==> config.mk <==
export PLATFORM = sky130hd
export DESIGN_NAME = uart_cmd_responder
export DESIGN_NICKNAME = d
export VERILOG_FILES = /design/src/rtl/uart_cmd_responder.sv
export SDC_FILE = /design/constraint.sdc
export NUM_CORES = 1
export LEC_CHECK = 0
export CAP_MARGIN = 15
export CORE_AREA = 2 2 105 107
export DETAILED_ROUTE_END_ITERATION = 12
export DIE_AREA = 0 0 107 109
export PLACE_DENSITY_LB_ADDON = 0.2
export SLEW_MARGIN = 10
export SYNTH_ARGS = -nofsm -noshare
export SYNTH_HDL_FRONTEND = slang
export SYNTH_SLANG_ARGS = --single-unit
==> constraint.sdc <==
create_clock -name clk -period 3.2 [get_ports clk]
set_clock_uncertainty 0.15 [all_clocks]
set_input_delay 0.32 -clock clk [delete_from_list [all_inputs] [get_ports clk]]
set_output_delay 0.32 -clock clk [all_outputs]
set_load 0.02 [all_outputs]
==> src/rtl/uart_cmd_responder.sv <==
// uart_cmd_responder: decodes ON/OFF/TOGGLE bytes from uart_rx, drives the module enable,
// echoes each command (or NACK) through uart_tx, and drops the output when the link goes quiet.
module uart_cmd_responder #(
    parameter logic [7:0] CMD_ON     = 8'hEE,
    parameter logic [7:0] CMD_OFF    = 8'h55,
    parameter logic [7:0] CMD_TOGGLE = 8'hC3,
    parameter logic [7:0] NACK       = 8'hFF,
    parameter int         WDT_CYCLES = 48000000,
    parameter int         ERR_W      = 8
) (
    input  logic             clk,
    input  logic             reset,
    input  logic [7:0]       data_received,
    input  logic             rx_done,
    input  logic             parity_error,
    input  logic             tx_busy,
    output logic [7:0]       data_to_tx,
    output logic             start_tx,
    output logic             out_enable,
    output logic             sync_pulse,
    output logic             link_ok,
    output logic [ERR_W-1:0] parity_err_cnt,
    output logic [ERR_W-1:0] overrun_cnt
);
    localparam int WDT_W = ($clog2(WDT_CYCLES) > 26) ? $clog2(WDT_CYCLES) : 26;
    localparam logic [2:0] IDLE      = 3'd0;
    localparam logic [2:0] DECODE    = 3'd1;
    localparam logic [2:0] WAIT_TX   = 3'd2;
    localparam logic [2:0] SEND      = 3'd3;
    localparam logic [2:0] WAIT_DONE = 3'd4;

    logic [2:0]       state_q, state_d;
    logic [7:0]       byte_q, byte_d, data_q, data_d;
    logic             en_q, en_d, sync_q, sync_d, link_q, link_d, seen_q, seen_d;
    logic [1:0]       to_q, to_d;
    logic [WDT_W-1:0] wdt_q, wdt_d;
    logic [ERR_W-1:0] perr_q, perr_d, ovr_q, ovr_d;
    logic             valid, expire;

    assign valid  = byte_q == CMD_ON || byte_q == CMD_OFF || byte_q == CMD_TOGGLE;
    assign expire = wdt_q == WDT_W'(WDT_CYCLES - 1);

    always_comb begin
        state_d = state_q;
        byte_d  = byte_q;
        data_d  = data_q;
        sync_d  = 1'b0;
        seen_d  = seen_q;
        to_d    = to_q;
        perr_d  = perr_q;
        ovr_d   = (rx_done && state_q != IDLE) ? ovr_q + {{(ERR_W-1){1'b0}}, ~&ovr_q} : ovr_q;
        // Watchdog runs only while the link is up; DECODE below overrides it on a valid command
        wdt_d   = (link_q && !expire) ? wdt_q + 1'b1 : '0;
        link_d  = link_q && !expire;
        en_d    = (link_q && expire) ? 1'b0 : en_q;
        case (state_q)
            IDLE: begin
                if (rx_done && parity_error) perr_d = perr_q + {{(ERR_W-1){1'b0}}, ~&perr_q};
                if (rx_done && !parity_error) begin
                    byte_d  = data_received;
                    state_d = DECODE;
                end
            end
            DECODE: begin
                state_d = WAIT_TX;
                data_d  = valid ? byte_q : NACK;
                if (valid) begin
                    en_d   = byte_q == CMD_ON ? 1'b1 : byte_q == CMD_OFF ? 1'b0 : ~en_q;
                    sync_d = 1'b1;
                    link_d = 1'b1;
                    wdt_d  = '0;
                end
            end
            WAIT_TX: state_d = tx_busy ? WAIT_TX : SEND;
            SEND: begin
                state_d = WAIT_DONE;
                seen_d  = 1'b0;
                to_d    = '0;
            end
            WAIT_DONE: begin
                // Give up after 4 cycles if uart_tx never acknowledges with busy
                if (seen_q) state_d = tx_busy ? WAIT_DONE : IDLE;
                else if (tx_busy) seen_d = 1'b1;
                else if (to_q == 2'd3) state_d = IDLE;
                else to_d = to_q + 1'b1;
            end
            default: state_d = IDLE;
        endcase
    end

    always_ff @(posedge clk) begin
        if (!reset) begin
            state_q <= IDLE;
            byte_q  <= '0;
            data_q  <= '0;
            en_q    <= 1'b0;
            sync_q  <= 1'b0;
            link_q  <= 1'b0;
            seen_q  <= 1'b0;
            to_q    <= '0;
            wdt_q   <= '0;
            perr_q  <= '0;
            ovr_q   <= '0;
        end else begin
            state_q <= state_d;
            byte_q  <= byte_d;
            data_q  <= data_d;
            en_q    <= en_d;
            sync_q  <= sync_d;
            link_q  <= link_d;
            seen_q  <= seen_d;
            to_q    <= to_d;
            wdt_q   <= wdt_d;
            perr_q  <= perr_d;
            ovr_q   <= ovr_d;
        end
    end

    assign data_to_tx     = data_q;
    assign start_tx       = state_q == SEND;
    assign out_enable     = en_q;
    assign sync_pulse     = sync_q;
    assign link_ok        = link_q;
    assign parity_err_cnt = perr_q;
    assign overrun_cnt    = ovr_q;
endmodule

== Word level (Yosys, flattened, before mapping) ==
Index checks and enable logic that the tools add are counted.

* Register bits after elaboration: 67
* Latch bits: 0
* RAM bits: 0
* Bits in read-only memories: 0
* Input bits: 13
* Memories: 0

* Add/sub/neg operators: 4
* $mul: 0
* Div/mod/pow operators: 0
* Order comparisons: 0
* Eq/ne operators: 15
* Shifts and indexed selects: 0
* Muxes and demuxes: 26
* Bitwise gates (word level): 1
* Reductions and logical operators: 21

{| class="wikitable"
|+ Operator list
! cell !! count
|-
| 2-to-1 mux 26 bit || 3
|-
| adder 26 x 1 -> 26 bit (second input constant) || 1
|-
| equality test 26 bit (second input constant) || 1
|-
| adder 8 x 1 -> 8 bit || 2
|-
| equality test 8 bit (second input constant) || 2
|-
| AND reduction 8 bit || 2
|-
| 2-to-1 mux 3 bit || 5
|-
| case mux 3 bit (5 select lines) || 1
|-
| 2-to-1 mux 1 bit || 11
|-
| equality test 8 x 7 -> 1 bit (second input constant) || 1
|-
| 2-to-1 mux 8 bit || 1
|-
| inequality test 2 bit (second input constant) || 4
|-
| equality test 3 x 2 -> 1 bit (second input constant) || 2
|-
| 2-to-1 mux 2 bit || 3
|-
| inequality test 3 bit (second input constant) || 2
|-
| AND reduction 2 bit || 3
|-
| logical AND 1 bit || 5
|-
| logical NOT 1 bit || 4
|-
| case mux 2 bit (2 select lines) || 1
|-
| AND reduction 4 bit || 1
|-
| equality test 3 x 1 -> 1 bit (second input constant) || 1
|-
| equality test 3 bit (second input constant) || 1
|-
| logical NOT 3 bit || 1
|-
| AND reduction 3 bit || 1
|-
| other kinds (7) || 8
|}

== Longest topological paths before layout ==
* Word-level depth: 6
* Gate-level depth with buffers: 8
* Depth with buffers taken out: 8

== Worst setup path after synthesis ==
Ideal clock, no wire load.

* Path type: flip-flop to flip-flop
* Start: reg wdt_q[5]
* End: reg wdt_q[25]
* Data arrival time: 1.907 ns
* Data required time: 2.971 ns
* Path slack: 1.064 ns
* Stages on the path, launching flop included: 7
* Path buffers: 2
* Period minus slack after synthesis: 2.136 ns
* Cell sequence: dfxtp_1 > nand4_1 > or4_1 > buf_2 > buf_6 > or4_1 > a211oi_2

* Longest elaborated chain between the ends: 6

{| class="wikitable"
|+ Ends and longest elaborated chain
! what !! RTL line !! RTL
|-
| from (decl) || 36 || <nowiki>logic [WDT_W-1:0] wdt_q, wdt_d;</nowiki>
|-
| from (signal assigned) || 113 || <nowiki>wdt_q <= wdt_d;</nowiki>
|-
| parallel branches: the longest is 3 deep, another holds adder 26 x 1 -> 26 bit || n/a ||
|-
| 2-to-1 mux 26 bit (*) || 53 || <nowiki>wdt_d = (link_q && !expire) ? wdt_q + 1'b1 : '0;</nowiki>
|-
| 2-to-1 mux 26 bit || 67 || <nowiki>if (valid) begin</nowiki>
|-
| 2-to-1 mux 26 bit (*) || 56 || <nowiki>case (state_q)</nowiki>
|}

Mark *: on every way between the ends.
A chain may end at the register's enable or synchronous reset.

== Worst setup path in the final report ==
* Start: reg wdt_q[5]
* End: reg wdt_q[23]

The elaborated chain is that of the path after synthesis.

==> summary.md <==
| Metric | Value |
|---|---|
| FF-to-FF path depth | 4 |
| Maximum clock path buffer count | 2 |
| Synth Instances | around 340 |
| Clock insertion delay at the later pin of the skew report | about 0.35 ns |
| DP HPWL | approximately 4700 um |
| RSZ-0062 raised after global routing | no |
| Clock transition at path regs | about 0.080 ns |
| CTS root buf | clkbuf_8 |
| Busiest grt layer | met2 |
| Kind of critical path | flip-flop to flip-flop |
| Number of global-route vias before repair | 2395 |
| Core Region | approximately 11000 um^2 |
| Die W | ~110 um |
| Commonest non-fill, non-tap cell in the layout | dfxtp_1 |
| Leak | ~1.3 nW |
| Worst hold path depth | 2 |
| Mapped Area | slightly above 3000 um^2 |
| Post-CTS Setup Bufs | 0 |
| Register area share after synthesis | between 40% and 50% |
| Grt met2 use | a little under a fifth |
| Worst Setup SP | wdt_q[5] |
| Yosys warning count | 0 |
| Worst Max-Slew Pin Slew | ~0.65 ns |
| Post-CTS Hold Buffers | 0 |
| Finished Cell Area | roughly 3800 um^2 |
| Initial antenna violation count | 0 |
| Pre-antenna DRT Iters | 4 |
| Arrival @ worst endpoint | roughly 2.5 ns |
| Syn nets | around 360 |
| All-Layer GR Usage | roughly 12% |
| Port bufs | 40 |
| Clock power frac | a little over two fifths |
| Final Net Count | 396 |
| Endpoints failing setup | 0 |
| DRT Wirelength | 6790 um |
| Reg area | between 1000 and 1500 um^2 |
| Seq cells post-synth | 67 |
| Hold crit path type | flip-flop to flip-flop |
| Fillers | 1095 |
| Routed via count | 2570 |
| Largest vdd supply drop | approximately 0.18 mV |
| Num CTS Buffers | 9 |
| Wire per inst | between 10 and 15 um |
| Power density over cell area | approximately 450 nW/um^2 |
| Diode count | 0 |
| Crit path capture type | flip-flop |
| Site Rows | 38 |
| Starting Density | between 20% and 30% |
| Placed Area | 3610 um^2 |
| Psw | approximately 430 uW |
| GRT overflow | 0 |
| Met3 usage in global routing | between 3 and 4% |
| Worst Setup Start Kind | flip-flop |
| Dpl ws | roughly 0.8 ns |
| Top-Level Pins | around 40 |
| Post-layout util | 35.9% |
| Die Ht | around 110 um |
| Setup ws final | slightly below 0.8 ns |
| DR DRC count | 0 |
| CP max-delay cell | or4_1 |
| Final non-filler cell total | 521 |
| CP Max Fanout | 16 |
| Max Slew Vio Count | 0 |
| Sw Ratio | 25.1% |
| # clock sinks | 67 |
| Vias per cell | 4.93 |
| Cell Int Power | 1.28 mW |
| Max cap viols | 0 |
| Die area | between 10000 and 15000 um^2 |
| Placer Congestion | ~0.74 |
| Period minus WS final | approximately 2.4 ns |
| Final hold vios | 0 |
| CP dominant cell by count | or4_1 |
| Logic pwr share | ~7.3% |
| Avg Cell Area, Syn | ~9 um^2 |
| Placed Cells incl. Taps | approximately 510 |
| Critical-path cell list | nand4_1 > or4_1 > or4_1 > a211oi_1 |
| Outcome | completed |
| Setup TNS | 0 ns |
| Data required, critical path | about 3.3 ns |
| Met1 usage | 16.4% |
| Layout area overhead | 23.9% |
| Cell variety after synth | 42 |
| Commonest cells after routing, fill and taps aside | dfxtp_1, clkdlybuf4s50_1, nor2_1, nand2_1, nor3_1 |
| DRT iter0 DRCs | slightly below 90 |
| Share of cells above drive strength 1 | under 10% |
| Flop pwr share | 51.1% |
| Area of the multi-input gates | roughly 1600 um^2 |
| Routed Antenna Nets | 0 |
| Largest net degree at the start of global routing | 28 |
| Slew headroom | 56.2% |
| Max stage delay on crit path | approximately 0.80 ns |
| Count of cells resized by post-cts repair | 0 |
| Hold_sp | to_q[1] |
| Clock H-tree levels | 3 |
| Period utilization | between 70 and 80% |
| Fmax | a little over 400 MHz |
| Power, Total | 1.70 mW |
| First-pass GRT wire length | about 11000 um |
| Fin Hold WS | between 0.3 and 0.4 ns |
| Clock tree from TritonCTS | done |
| Worst R2R Start | wdt_q[5] |
[registers in the layout, summed over array words and instances, names as in the netlist]
signal          cells
overrun_cnt         8
link_ok             1
data_to_tx          8
seen_q              1
sync_pulse          1
wdt_q              26
state_q             3
out_enable          1
parity_err_cnt      8
byte_q              8
to_q                2
[power groups by stage]
stage / clock [mW] / combinational [mW] / sequential [mW]
floorplan: 0 / 0.0652 / 0.895
global placement: 0 / 0.127 / 0.888
detailed placement: 0 / 0.127 / 0.889
CTS: 0.734 / 0.127 / 0.870
global route: 0.773 / 0.138 / 0.873
finish: 0.707 / 0.125 / 0.870
[critical path, delay by kind of cell, from the launching register on]
family,cells,cell delay (ns)
and+or+nand+nor,3,1.55
DFF,1,0.42
AOI/OAI and AO/OA,1,0.23
[synthesized netlist by cell type]
| cell type | count | area, um^2 |
|---|---|---|
| or3_1 | 5 | 31.3 |
| clkbuf_1 | 15 | 56.3 |
| o211ai_1 | 2 | 15.0 |
| nand2b_1 | 3 | 18.8 |
| buf_2 | 5 | 25.0 |
| nor4_1 | 2 | 12.5 |
| nand4_1 | 15 | 93.8 |
| o21ai_0 | 7 | 35.0 |
| or2_1 | 1 | 6.26 |
| a211oi_2 | 1 | 12.5 |
| nand3_1 | 15 | 75.1 |
| xnor2_1 | 11 | 96.3 |
| and3b_1 | 1 | 8.76 |
| o41ai_1 | 1 | 8.76 |
| xor2_1 | 10 | 87.6 |
| ha_1 | 7 | 87.6 |
| o41ai_2 | 1 | 16.3 |
| nor4bb_1 | 2 | 20.0 |
| or4_1 | 11 | 82.6 |
| nor4b_1 | 2 | 17.5 |
| nor2_1 | 27 | 101 |
| o211a_1 | 2 | 20.0 |
| and4_1 | 3 | 26.3 |
| o31ai_1 | 11 | 82.6 |
| and4b_1 | 3 | 30.0 |
| and2_1 | 4 | 25.0 |
| nand2_1 | 24 | 90.1 |
| o31a_1 | 1 | 8.76 |
| o21ai_1 | 1 | 5.00 |
| or3b_1 | 1 | 8.76 |
| a211oi_1 | 15 | 113 |
| or2_2 | 2 | 12.5 |
| nor3_1 | 19 | 95.1 |
| nor3b_1 | 4 | 30.0 |
| buf_6 | 1 | 11.3 |
| o221a_2 | 3 | 33.8 |
| nand3b_1 | 1 | 7.51 |
| and3_1 | 6 | 37.5 |
| mux2i_1 | 10 | 100 |
| dfxtp_1 | 67 | 1340 |
| inv_1 | 6 | 22.5 |
| a21oi_1 | 13 | 65.1 |
[routing by layer]
metal,wire [um],vias to the layer above
li1,-,1334
met1,3460,1193
met2,2980,32
met3,239,11
met4,116,0
met5,0,-
[cell families (layout without fill, tap and decap cells)]
group                      after synthesis  count (layout)  share of synthesized area, %
DFF                                     67              67                          43.6
and+or+nand+nor                        151             151                          27.0
muxes                                   10              10                          3.26
AOI/OAI and AO/OA                       58              58                          13.5
xor gates and xnor gates                21              21                          5.98
adders and majority gates                7               7                          2.85
buffers and inverters                   27              67                          3.74
[cell type report]
class	count	share of cell area (%)
clock buffer	9	3.25
sequential	67	35.2
tap	140	4.60
inverter	6	0.592
clock inverter	7	2.04
multi-input combinational	247	42.8
timing repair buffer	45	11.5
[worst paths after layout]
kind,to,slack [ns]
setup / recovery,wdt_q[23],0.77
hold reg to reg,to_q[1],0.31
hold / removal,to_q[1],0.31
setup reg to reg,wdt_q[23],0.77
(Power assumes the default switching activity.)
